### config.mk
export PLATFORM = sky130hd
export DESIGN_NAME = jk_bank_counter
export DESIGN_NICKNAME = d
export VERILOG_FILES = /design/src/rtl/jk_bank_counter.sv
export SDC_FILE = /design/constraint.sdc
export NUM_CORES = 1
export LEC_CHECK = 0
export CAP_MARGIN = 20
export CORE_MARGIN = 1
export CORE_UTILIZATION = 35
export CTS_BUF_LIST = sky130_fd_sc_hd__clkbuf_8
export DETAILED_ROUTE_END_ITERATION = 16
export PLACE_DENSITY = 0.79
export SLEW_MARGIN = 40
export SYNTH_ARGS = -nofsm -noshare
export SYNTH_HDL_FRONTEND = slang
export SYNTH_SLANG_ARGS = --single-unit
### constraint.sdc
create_clock -name clock -period 1.8 [get_ports clock]
set_input_delay 0.36 -clock clock [delete_from_list [all_inputs] [get_ports clock]]
set_output_delay 0.36 -clock clock [all_outputs]
set_load 0.01 [all_outputs]
### src/rtl/jk_bank_counter.sv
// WIDTH-bit bank of JK flops that doubles as a modulo-MODULUS up/down counter
// with clamped parallel load; q1 is always the complement of the same register.
module jk_bank_counter #(
    parameter int              WIDTH   = 4,
    parameter longint unsigned MODULUS = 16
) (
    input  logic             clock,
    input  logic             reset_n,
    input  logic             en,
    input  logic [1:0]       mode,
    input  logic [WIDTH-1:0] j,
    input  logic [WIDTH-1:0] k,
    input  logic [WIDTH-1:0] load_val,
    output logic [WIDTH-1:0] q,
    output logic [WIDTH-1:0] q1,
    output logic             tc,
    output logic             wrap
);

    localparam logic [1:0] MODE_JK   = 2'b00;
    localparam logic [1:0] MODE_UP   = 2'b01;
    localparam logic [1:0] MODE_DOWN = 2'b10;
    localparam logic [1:0] MODE_LOAD = 2'b11;

    // Top count value; kept in WIDTH bits so MODULUS = 2^WIDTH never overflows.
    localparam logic [WIDTH-1:0] MAX_VAL = WIDTH'(MODULUS - 1);
    localparam logic [WIDTH-1:0] ONE     = WIDTH'(1);

    logic [WIDTH-1:0] q_reg;
    logic [WIDTH-1:0] q_next;

    assign q  = q_reg;
    assign q1 = ~q_reg;

    assign tc = en & (((mode == MODE_UP)   & (q_reg >= MAX_VAL)) |
                      ((mode == MODE_DOWN) & (q_reg == '0)));

    always_comb begin
        q_next = q_reg;
        if (en) begin
            case (mode)
                MODE_JK:   q_next = (j & ~q_reg) | (~k & q_reg);
                MODE_UP:   q_next = (q_reg >= MAX_VAL) ? '0 : q_reg + ONE;
                MODE_DOWN: begin
                    if (q_reg == '0 || q_reg > MAX_VAL)
                        q_next = MAX_VAL;
                    else
                        q_next = q_reg - ONE;
                end
                MODE_LOAD: q_next = (load_val > MAX_VAL) ? MAX_VAL : load_val;
                default:   q_next = q_reg;
            endcase
        end
    end

    // A wrap happens exactly when tc is high at the edge.
    always_ff @(posedge clock or negedge reset_n) begin
        if (!reset_n) begin
            q_reg <= '0;
            wrap  <= 1'b0;
        end else begin
            q_reg <= q_next;
            wrap  <= tc;
        end
    end

endmodule

==> results.toml, run 1 <==
[synthesis]
ys_warn_count = 0
synth_flop_cell = "dfrtp_1"
yosys.area_share.simple_pct = 18.9
ys_ff_latch = 5
ys_seq_area_share_pct = 26.2
netlist-cell-type-count = 33
yosys-mux-area-fraction_pct = 9.97
async_flop_share_pct = 100
synth_top_family_by_area = "compound AO/OA/AOI/OAI gates"
synth-compound-area-share_pct = 23.1
synth_fp_nets = 75
synth_top_area_share_pct = 26.2
syn_area_um2 = 477
synth_top_area_cell = "dfrtp_1"
synth_area_leaders = "dfrtp_1 26%, a31oi_1 5.2%, ha_1 5.2%"
synth_adder_area_share_pct = 5.25
synth_xor_xnor_area_share_pct = 5.51
synthesis.instances = 56
avgSynthCellArea_um2 = 8.51
synth_edf_count = 0

[timing]
holdWs_ns = 0.359
period_needed_ns = 1.78
max_slew_margin_pct = 83.3
final-setup-viol-count = 0
fmax_ghz = 0.561
fin_skew_ns = 0.00549
finalMaxSlewViolations = 0
rsz0062_at_grt = "yes"
finalCritPeriodShare_pct = 99.0
worst_pin_slew_ns = 0.248
hold_viol = 0
setup_tns_ns = 0
timing.final.ws_setup_ns = 0.0177

[routing]
drc_errors = 0
first_pass_iters = 4
first_iter_violations = 20
antenna_left = 0
finalWirelength_mm = 1.74
vias_per_cell = 5.50
routedWlPerCell_um = 15.2
via_count = 627

[placement]
dpl_worst_slack_ns = -0.687
routabilityCongestion = 0.826
dpl.hpwl_mm = 1.20
dp.cells = 106
port_buffers = 26

[cts]
cts_buffers = 3
clock_latency_ns = 0.22
clk_path_buf_depth = 2
htreeDepth = 1
cts_tree = "done"
clk_pin_slew_worst_paths_ns = 0.04
cts_root_buf = "clkbuf_8"
cts.sinks = 5

[global_route]
grt_overflow = 0
grt_pass1_wl_mm = 2.70
grt_max_degree = 12
antenna_found_initial = 0
grt_usage_pct = 27.5
grt_pass1_vias = 610

[power]
power_density_nw_per_um2 = 985
p_leak_nw = 0.472
ir_drop_mv = 1.02
totalPowerFinal_uw = 975

[critical_path]
crit_path_end_kind = "register"
worstSetupPathType = "register to register"
critPathLaunchType = "register"
cp_max_fo = 2
crit_arrival_ns = 1.88
reg2reg_slack_ns = 0.02
worst-endpoint-required_ns = 1.90
r2r-start = "q[0]$_DFFE_PN0P_"
r2r_end = "q[2]$_DFFE_PN0P_"
ff2ff_path_depth = 6

[cells_and_area]
seq_area_um2 = 129
diodes = 0
multi_input_area_um2 = 357
stdcell_count = 114
largest_reg_flops = 4
areaGrowthSynthToFinish_pct = 108
drive_above_1_share_pct = 37.0
fin_nets = 120
fill_cells = 80

[job]
max-cap-violations = 0

[floorplan]
num_io_pins = 27
die_h_um = 38.9
die_x_um = 38.9
rows = 12
core_um2 = 1190
die-area_um2 = 1510
start_util_pct = 40.2

[status]
status = "completed"

[min_path]
hp-class = "primary input to async pin"
-- synth_stat cells (all sizes together) (2+ instances only) --
cell type,count
a21oi,2
a31oi,4
buf,5
dfrtp,5
ha,2
inv,5
nand2b,2
nand3,3
nor2,4
o21ai,2
o22ai,2
xor2,2
-- worst max-delay path: stages, from the launching register on --
cell and delay, ns:
dfrtp_1 0.39, buf_6 0.13, ha_4 0.15, buf_4 0.13, xor2_1 0.13, mux4_2 0.46
mux2_4 0.27
-- where the power goes --
part           total [mW]  internal [mW]  switching (mW)  leakage (nW)
logic               0.577          0.342           0.235         0.388
registers           0.198          0.145          0.0527        0.0575
clock network       0.200          0.146          0.0536        0.0269
-- worst max path at each step --
| stage | startpoint | endpoint | slack (ns) | cells after the start |
|---|---|---|---|---|
| 6_report | q[0]$_DFFE_PN0P_ | q[2]$_DFFE_PN0P_ | 0.02 | 6 |
| 5_1_grt | q[0]$_DFFE_PN0P_ | tc | -0.03 | 5 |
| 4_1_cts | q[2]$_DFFE_PN0P_ | q1[2] | 0.009 | 3 |
| 3_5_place_dp | mode[0] | tc | -0.69 | 5 |
| 3_3_place_gp | mode[0] | tc | -0.61 | 5 |
| 2_1_floorplan | q[0]$_DFFE_PN0P_ | q[2]$_DFFE_PN0P_ | 0.007 | 6 |
-- layer usage --
| layer | wire, µm | global-route usage [%] | part of all wire [%] |
|---|---|---|---|
| met1 | 637 | 31.5 | 37 |
| met2 | 895 | 46.3 | 52 |
| met3 | 161 | 10.4 | 9.3 |
| met4 | 43 | 9.48 | 2.5 |
| met5 | 0 | 0 | 0 |
-- what timing repair did --
action                                  4_1_cts  5_1_grt
setup buffers                                 4        1
gates resized for setup                      20        6
hold buffers                                  0        0
pin swaps                                     2        1
endpoints found under the setup margin        3        6
-- kinds of logic after synthesis --
| group | count (synthesis) |
|---|---|
| multiplexers | 3 |
| adder cells (fa/ha/maj) | 2 |
| AND/OR/NAND/NOR | 16 |
| flip-flops | 5 |
| buffers and inverters | 11 |
| XOR/XNOR | 3 |
| AO/OA/AOI/OAI | 16 |
-- metrics by stage --
step | cell area [µm²] | utilization [%]
after global placement | 843 | 71.1
after CTS | 962 | 81.1
final | 990 | 83.4
after detailed placement | 843 | 71.1
after floorplan | 489 | -
after global routing | 990 | 83.4
-- cells in the final DEF (no fill, tap or decap), types with 2 or more instances in the layout --
cell and instances:
dfrtp_2 3, buf_6 3, o22ai_1 2, buf_4 17, ha_4 2, dlygate4sd2_1 3, inv_1 5, dlymetal6s2s_1 4
nor2_1 4, a21oi_1 2, clkbuf_8 3, a31oi_1 4, clkdlybuf4s50_1 18, xor2_1 2, nand3_1 2, dfrtp_1 2
-- layout make-up --
| cell class | count | share of cell area (%) |
|---|---|---|
| Tap cell | 14 | 1.77 |
| Clock inverter | 1 | 0.379 |
| Timing Repair Buffer | 46 | 42.7 |
| Multi-Input combinational cell | 40 | 36.0 |
| Sequential cell | 5 | 13.0 |
| Clock buffer | 3 | 4.17 |
| Inverter | 5 | 1.90 |
Note: power is estimated with default switching activity, not from simulation.
==> run 2, diff against run 1 <==
--- a/config.mk
+++ b/config.mk
@@ -11,6 +11,7 @@
 export CTS_BUF_LIST = sky130_fd_sc_hd__clkbuf_8
 export DETAILED_ROUTE_END_ITERATION = 16
 export PLACE_DENSITY = 0.79
+export SKIP_LAST_GASP = 1
 export SLEW_MARGIN = 40
 export SYNTH_ARGS = -nofsm -noshare
 export SYNTH_HDL_FRONTEND = slang
==> run 2 against run 1 <==
The flow now finishes with violations (setup timing). Clock power about the same. Global-route usage about the same. Worst setup slack got worse by 0.024 ns. Highest routed layer unchanged. Combinational power about the same. Die area unchanged. Cell count is the same. Routed wire length shrank 0.52%. Via count decreased by 1.3%. Critical path depth shrank 3. Non-clock buffer count unchanged.
==> results.toml, run 2 (same netlist as run 1, synthesis figures left out) <==
[timing]
timing.final.ws_setup_ns = -0.00601
fin_skew_ns = 0.00549
period_needed_ns = 1.81
final-setup-viol-count = 1
finalMaxSlewViolations = 0
hold_viol = 0
fmax_ghz = 0.554
holdWs_ns = 0.359
rsz0062_at_grt = "yes"
worst_pin_slew_ns = 0.249
max_slew_margin_pct = 83.2
finalCritPeriodShare_pct = 100

[cells_and_area]
final_cell_mix = "19 x clkdlybuf4s50_1, 17 x buf_4, 5 x inv_1, 4 x nor2_1, 4 x a31oi_1"
largest_reg_flops = 4
areaGrowthSynthToFinish_pct = 107
stdcell_count = 114
diodes = 0
drive_above_1_share_pct = 37.0
stdcell_area_um2 = 987
fin_nets = 120
layout_commonest_cell = "clkdlybuf4s50_1"
fill_cells = 80

[power]
power_density_nw_per_um2 = 989
p_leak_nw = 0.462
ir_drop_mv = 1.02

[cts]
cts_hold_buf = 0
clk_path_buf_depth = 2
clk_pin_slew_worst_paths_ns = 0.04
cts_tree = "done"
cts_root_buf = "clkbuf_8"
cts.sinks = 5
cts_buffers = 3
htreeDepth = 1
clock_latency_ns = 0.22

[critical_path]
crit_path_end_kind = "primary output"
worst-endpoint-required_ns = 1.44
critPathLaunchType = "register"
cp_max_fo = 2
crit_arrival_ns = 1.45
worstSetupPathType = "register to primary output"

[floorplan]
die_h_um = 38.9
rows = 12
die-area_um2 = 1510
start_util_pct = 40.2
core_um2 = 1190
num_io_pins = 27
die_x_um = 38.9

[routing]
finalWirelength_mm = 1.73
first_iter_violations = 19
top_layer = "met4"
drc_errors = 0
antenna_left = 0
wl_met3_um = 109
met1_length_um = 686
first_pass_iters = 4
routedWlPerCell_um = 15.2
route.met2.wl_um = 889
vias_per_cell = 5.43
via_count = 619

[min_path]
hp-class = "primary input to async pin"

[placement]
port_buffers = 26
dp.cells = 106
routabilityCongestion = 0.826
postPlaceCellArea_um2 = 843
dpl.hpwl_mm = 1.20

[global_route]
grt_overflow = 0
antenna_found_initial = 0
grt_pass1_wl_mm = 2.70
grt_max_degree = 12
grt_pass1_vias = 610
grt_usage_pct = 27.6

[status]
status = "finished, violations left"
violations = "setup timing"

[job]
max-cap-violations = 0
[run 2: final cells by class]
type / count / area, µm² / area share (%)
Tap cell: 14 / 17.5 / 1.77
Clock buffer: 3 / 41.3 / 4.18
Multi-Input combinational cell: 40 / 357 / 36.1
Clock inverter: 1 / 3.75 / 0.380
Sequential cell: 5 / 129 / 13.1
Timing Repair Buffer: 46 / 420 / 42.6
Inverter: 5 / 18.8 / 1.90
[run 2: metal layers]
metal	GRT usage, %	vias to the layer above
li1	-	293
met1	31.6	293
met2	46.3	29
met3	10.4	4
met4	9.48	0
met5	0	-
[run 2: power breakdown]
| group | internal [mW] | switching [mW] | total [mW] |
|---|---|---|---|
| Sequential | 0.145 | 0.0531 | 0.198 |
| Combinational | 0.344 | 0.235 | 0.579 |
| Clock | 0.146 | 0.0537 | 0.200 |
| Total | 0.635 | 0.342 | 0.976 |
[run 2: path summary, 6_finish.rpt]
check	endpoint	cells after the start	start	slack, ns
setup reg to reg	q[2]$_DFFE_PN0P_	6	q[0]$_DFFE_PN0P_	0.01
max in group asynchronous	q[1]$_DFFE_PN0P_	1	reset_n	1.23
hold reg to reg	q[3]$_DFFE_PN0P_	3	q[3]$_DFFE_PN0P_	0.76
setup / recovery	q1[0]	3	q[0]$_DFFE_PN0P_	-0.006
hold / removal	q[3]$_DFFE_PN0P_	1	reset_n	0.36
min in group clock	q[3]$_DFFE_PN0P_	3	q[3]$_DFFE_PN0P_	0.76
[run 2: critical path, stage by stage (launching register included)]
cell and delay [ns]:
dfrtp_1 0.39, inv_1 0.14, buf_4 0.14, clkdlybuf4s50_1 0.56
[run 2: metrics by stage]
step	power (mW)	util, %	setup TNS (ns)	setup slack, ns
6_report	0.976	83.2	-0.00601	-0.00601
5_1_grt	1.04	83.2	-0.0814	-0.0398
4_1_cts	0.960	81.0	-0.0161	-0.0161
3_5_place_dp	0.713	71.1	-0.870	-0.687
3_3_place_gp	0.700	71.1	-0.749	-0.606
2_1_floorplan	0.453	-	0	0.00699
[run 2: repair_timing]
action / CTS / global route
endpoints found under the setup margin: 3 / 7
setup buffers: 4 / 1
gates cloned: 0 / 0
gates resized for setup: 19 / 6
pin swaps: 2 / 1
hold endpoints to repair: 0 / 0
==> edit, RTL diff (settings of run 2) <==
Take the reset off `q_reg` and load it in a clocked block of its own.
--- a/src/rtl/jk_bank_counter.sv
+++ b/src/rtl/jk_bank_counter.sv
@@ -56,13 +56,15 @@
     // A wrap happens exactly when tc is high at the edge.
     always_ff @(posedge clock or negedge reset_n) begin
         if (!reset_n) begin
-            q_reg <= '0;
             wrap  <= 1'b0;
         end else begin
-            q_reg <= q_next;
             wrap  <= tc;
         end
     end
 
+    always_ff @(posedge clock) begin
+        q_reg <= q_next;
+    end
+
 endmodule
 
Check against the original RTL: not equivalent (Yosys sat finds a counterexample within 4 cycles, from zero or initial values and one cycle with reset_n low).
==> edit against run 2 <==
The flow still finishes with violations (negative setup slack). Setup slack worse by 0.22 ns. Synthesized area down 1.6%. Critical path depth up 3. Via count down 9.0%. Final area down 2.4%. Sequential cell count unchanged. Core utilization down 0.96 points. Wire length down 7.4%.
Power is not compared: it rests on default switching activity, and its combinational part moved more than twofold at a synthesized area within 25%.
==> edit: results (changes against run 2) <==
outcome = complete, but fails checks (unchanged)
failing checks = negative setup slack (unchanged)
initial DRC count = 12 (was 19)
Final nets = 120 (unchanged)
Placed Area = 871 um^2 (was 843 um^2)
Post-synth top cells = inv_1 (5), edfxtp_1 (4), nor2b_1 (4) (was dfrtp_1 (5), inv_1 (5), a31oi_1 (4), nor2_1 (4))
placed cell count = 105 (was 106)
Setup violations, final = 1 (unchanged)
arrival time worst endpoint = 1.67 ns (was 1.45 ns)
DPL Wire Length = 1080 um (was 1200 um)
Port Buffers = 26 (unchanged)
first-pass GRT wire length = 2440 um (was 2700 um)
syn avg cell area = 9.20 um^2 (was 8.51 um^2)
flop2flop setup slack = 0.03 ns (was 0.01 ns)
ys async rst share = 0.200 (was 1.00)
number of detailed-route iterations in the first pass = 3 (was 4)
Seq/Total Area, Yosys = 0.309 (was 0.262)
Synth Flop Type = edfxtp_1 (was dfrtp_1)
placer congestion estimate = 0.816 (was 0.826)
clk_skew = 0.00351 ns (was 0.00549 ns)
Critical R2R Capture = q[2]$_DFFE_PP_ (was q[2]$_DFFE_PN0P_)
DP Worst Slack = -0.420 ns (was -0.687 ns)
setup TNS = -0.229 ns (was -0.00601 ns)
crit-path max cell delay = 0.41 ns (was 0.56 ns)
layout cells sized above 1 = 0.350 (was 0.370)
PnR worst setup slack = -0.229 ns (was -0.00601 ns)
Distinct cells, synth = 32 (was 33)
EDFF count, synth = 4 (was 0)
Global Route Usage Sum = 0.246 (was 0.276)
Filler Cell Count = 76 (was 80)
number of global-route vias before repair = 595 (was 610)
Via-to-Cell Ratio = 4.94 (was 5.43)
origin of the critical flop-to-flop path = q[0]$_DFFE_PP_ (was q[0]$_DFFE_PN0P_)
wire length per cell = 14.0 um (was 15.2 um)
Worst Tran Pin Value = 0.293 ns (was 0.249 ns)
## edit: changes by cell type in the layout (fill, tap and decap cells not counted), moves of 3 or more
cell	run 2	this run
a31oi_1	4	0
buf_4	17	21
edfxtp_1	0	4
nor2b_1	0	4
buf_6	3	0
clkdlybuf4s50_1	19	22
dfrtp_2	3	0
dlygate4sd2_1	3	0
## edit: worst max-delay path by stage
stage                     cells after the start  end           start
after global placement                        6   tc  q[1]$_DFFE_PP_
after detailed placement                      6   tc  q[1]$_DFFE_PP_
final                                         6   tc  q[0]$_DFFE_PP_
after global routing                          6   tc  q[1]$_DFFE_PP_
after floorplan                               5   tc  q[0]$_DFFE_PP_
after CTS                                     6   tc  q[0]$_DFFE_PP_
## edit: repair_timing
| item | CTS | global route |
|---|---|---|
| endpoints found under the setup margin | 1 | 6 |
| resized for setup | 4 | 5 |
| pin swaps | 1 | 0 |
| setup buffers | 6 | 1 |
## edit: cell type report
| type | instances | area (um^2) | share of cell area |
|---|---|---|---|
| well taps | 14 | 17.5 | 0.0182 |
| multi-input cells | 39 | 317 | 0.329 |
| flip-flops and latches | 5 | 145 | 0.151 |
| repair buffers | 47 | 420 | 0.436 |
| inverters | 5 | 18.8 | 0.0195 |
| clock buffers | 3 | 41.3 | 0.0429 |
| clock inverters | 1 | 3.75 | 0.00390 |
## edit: per-stage QoR
step	utilization	hold WS, ns
2_1_floorplan	-	0.0644
3_3_place_gp	0.744	0.509
3_5_place_dp	0.744	0.513
4_1_cts	0.816	0.278
5_1_grt	0.823	0.288
6_report	0.823	0.291
## edit: cell families after synthesis
group	Yosys count	share of synthesized area
adders and majority gates	2	0.0533
xor gates and xnor gates	3	0.0560
buffers and inverters	7	0.0747
and+or+nand+nor	22	0.269
AOI/OAI and AO/OA	10	0.168
muxes	2	0.0693
DFF	5	0.309
## edit: power groups by stage
| stage | clock network (W) | logic [W] | registers [W] |
|---|---|---|---|
| 6_report | 0.000205 | 0.000246 | 0.000147 |
| 5_1_grt | 0.000216 | 0.000267 | 0.000147 |
| 4_1_cts | 0.000209 | 0.000246 | 0.000147 |
| 3_5_place_dp | 0 | 0.000235 | 0.000148 |
| 3_3_place_gp | 0 | 0.000230 | 0.000148 |
| 2_1_floorplan | 0 | 0.0000941 | 0.000161 |
## edit: per-layer routing
metal,vias up,GRT usage,part of all wire
li1,284,-,-
met1,263,0.250,0.40
met2,16,0.471,0.56
met3,0,0.0694,0.040
met4,0,0.0776,0
met5,-,0,0
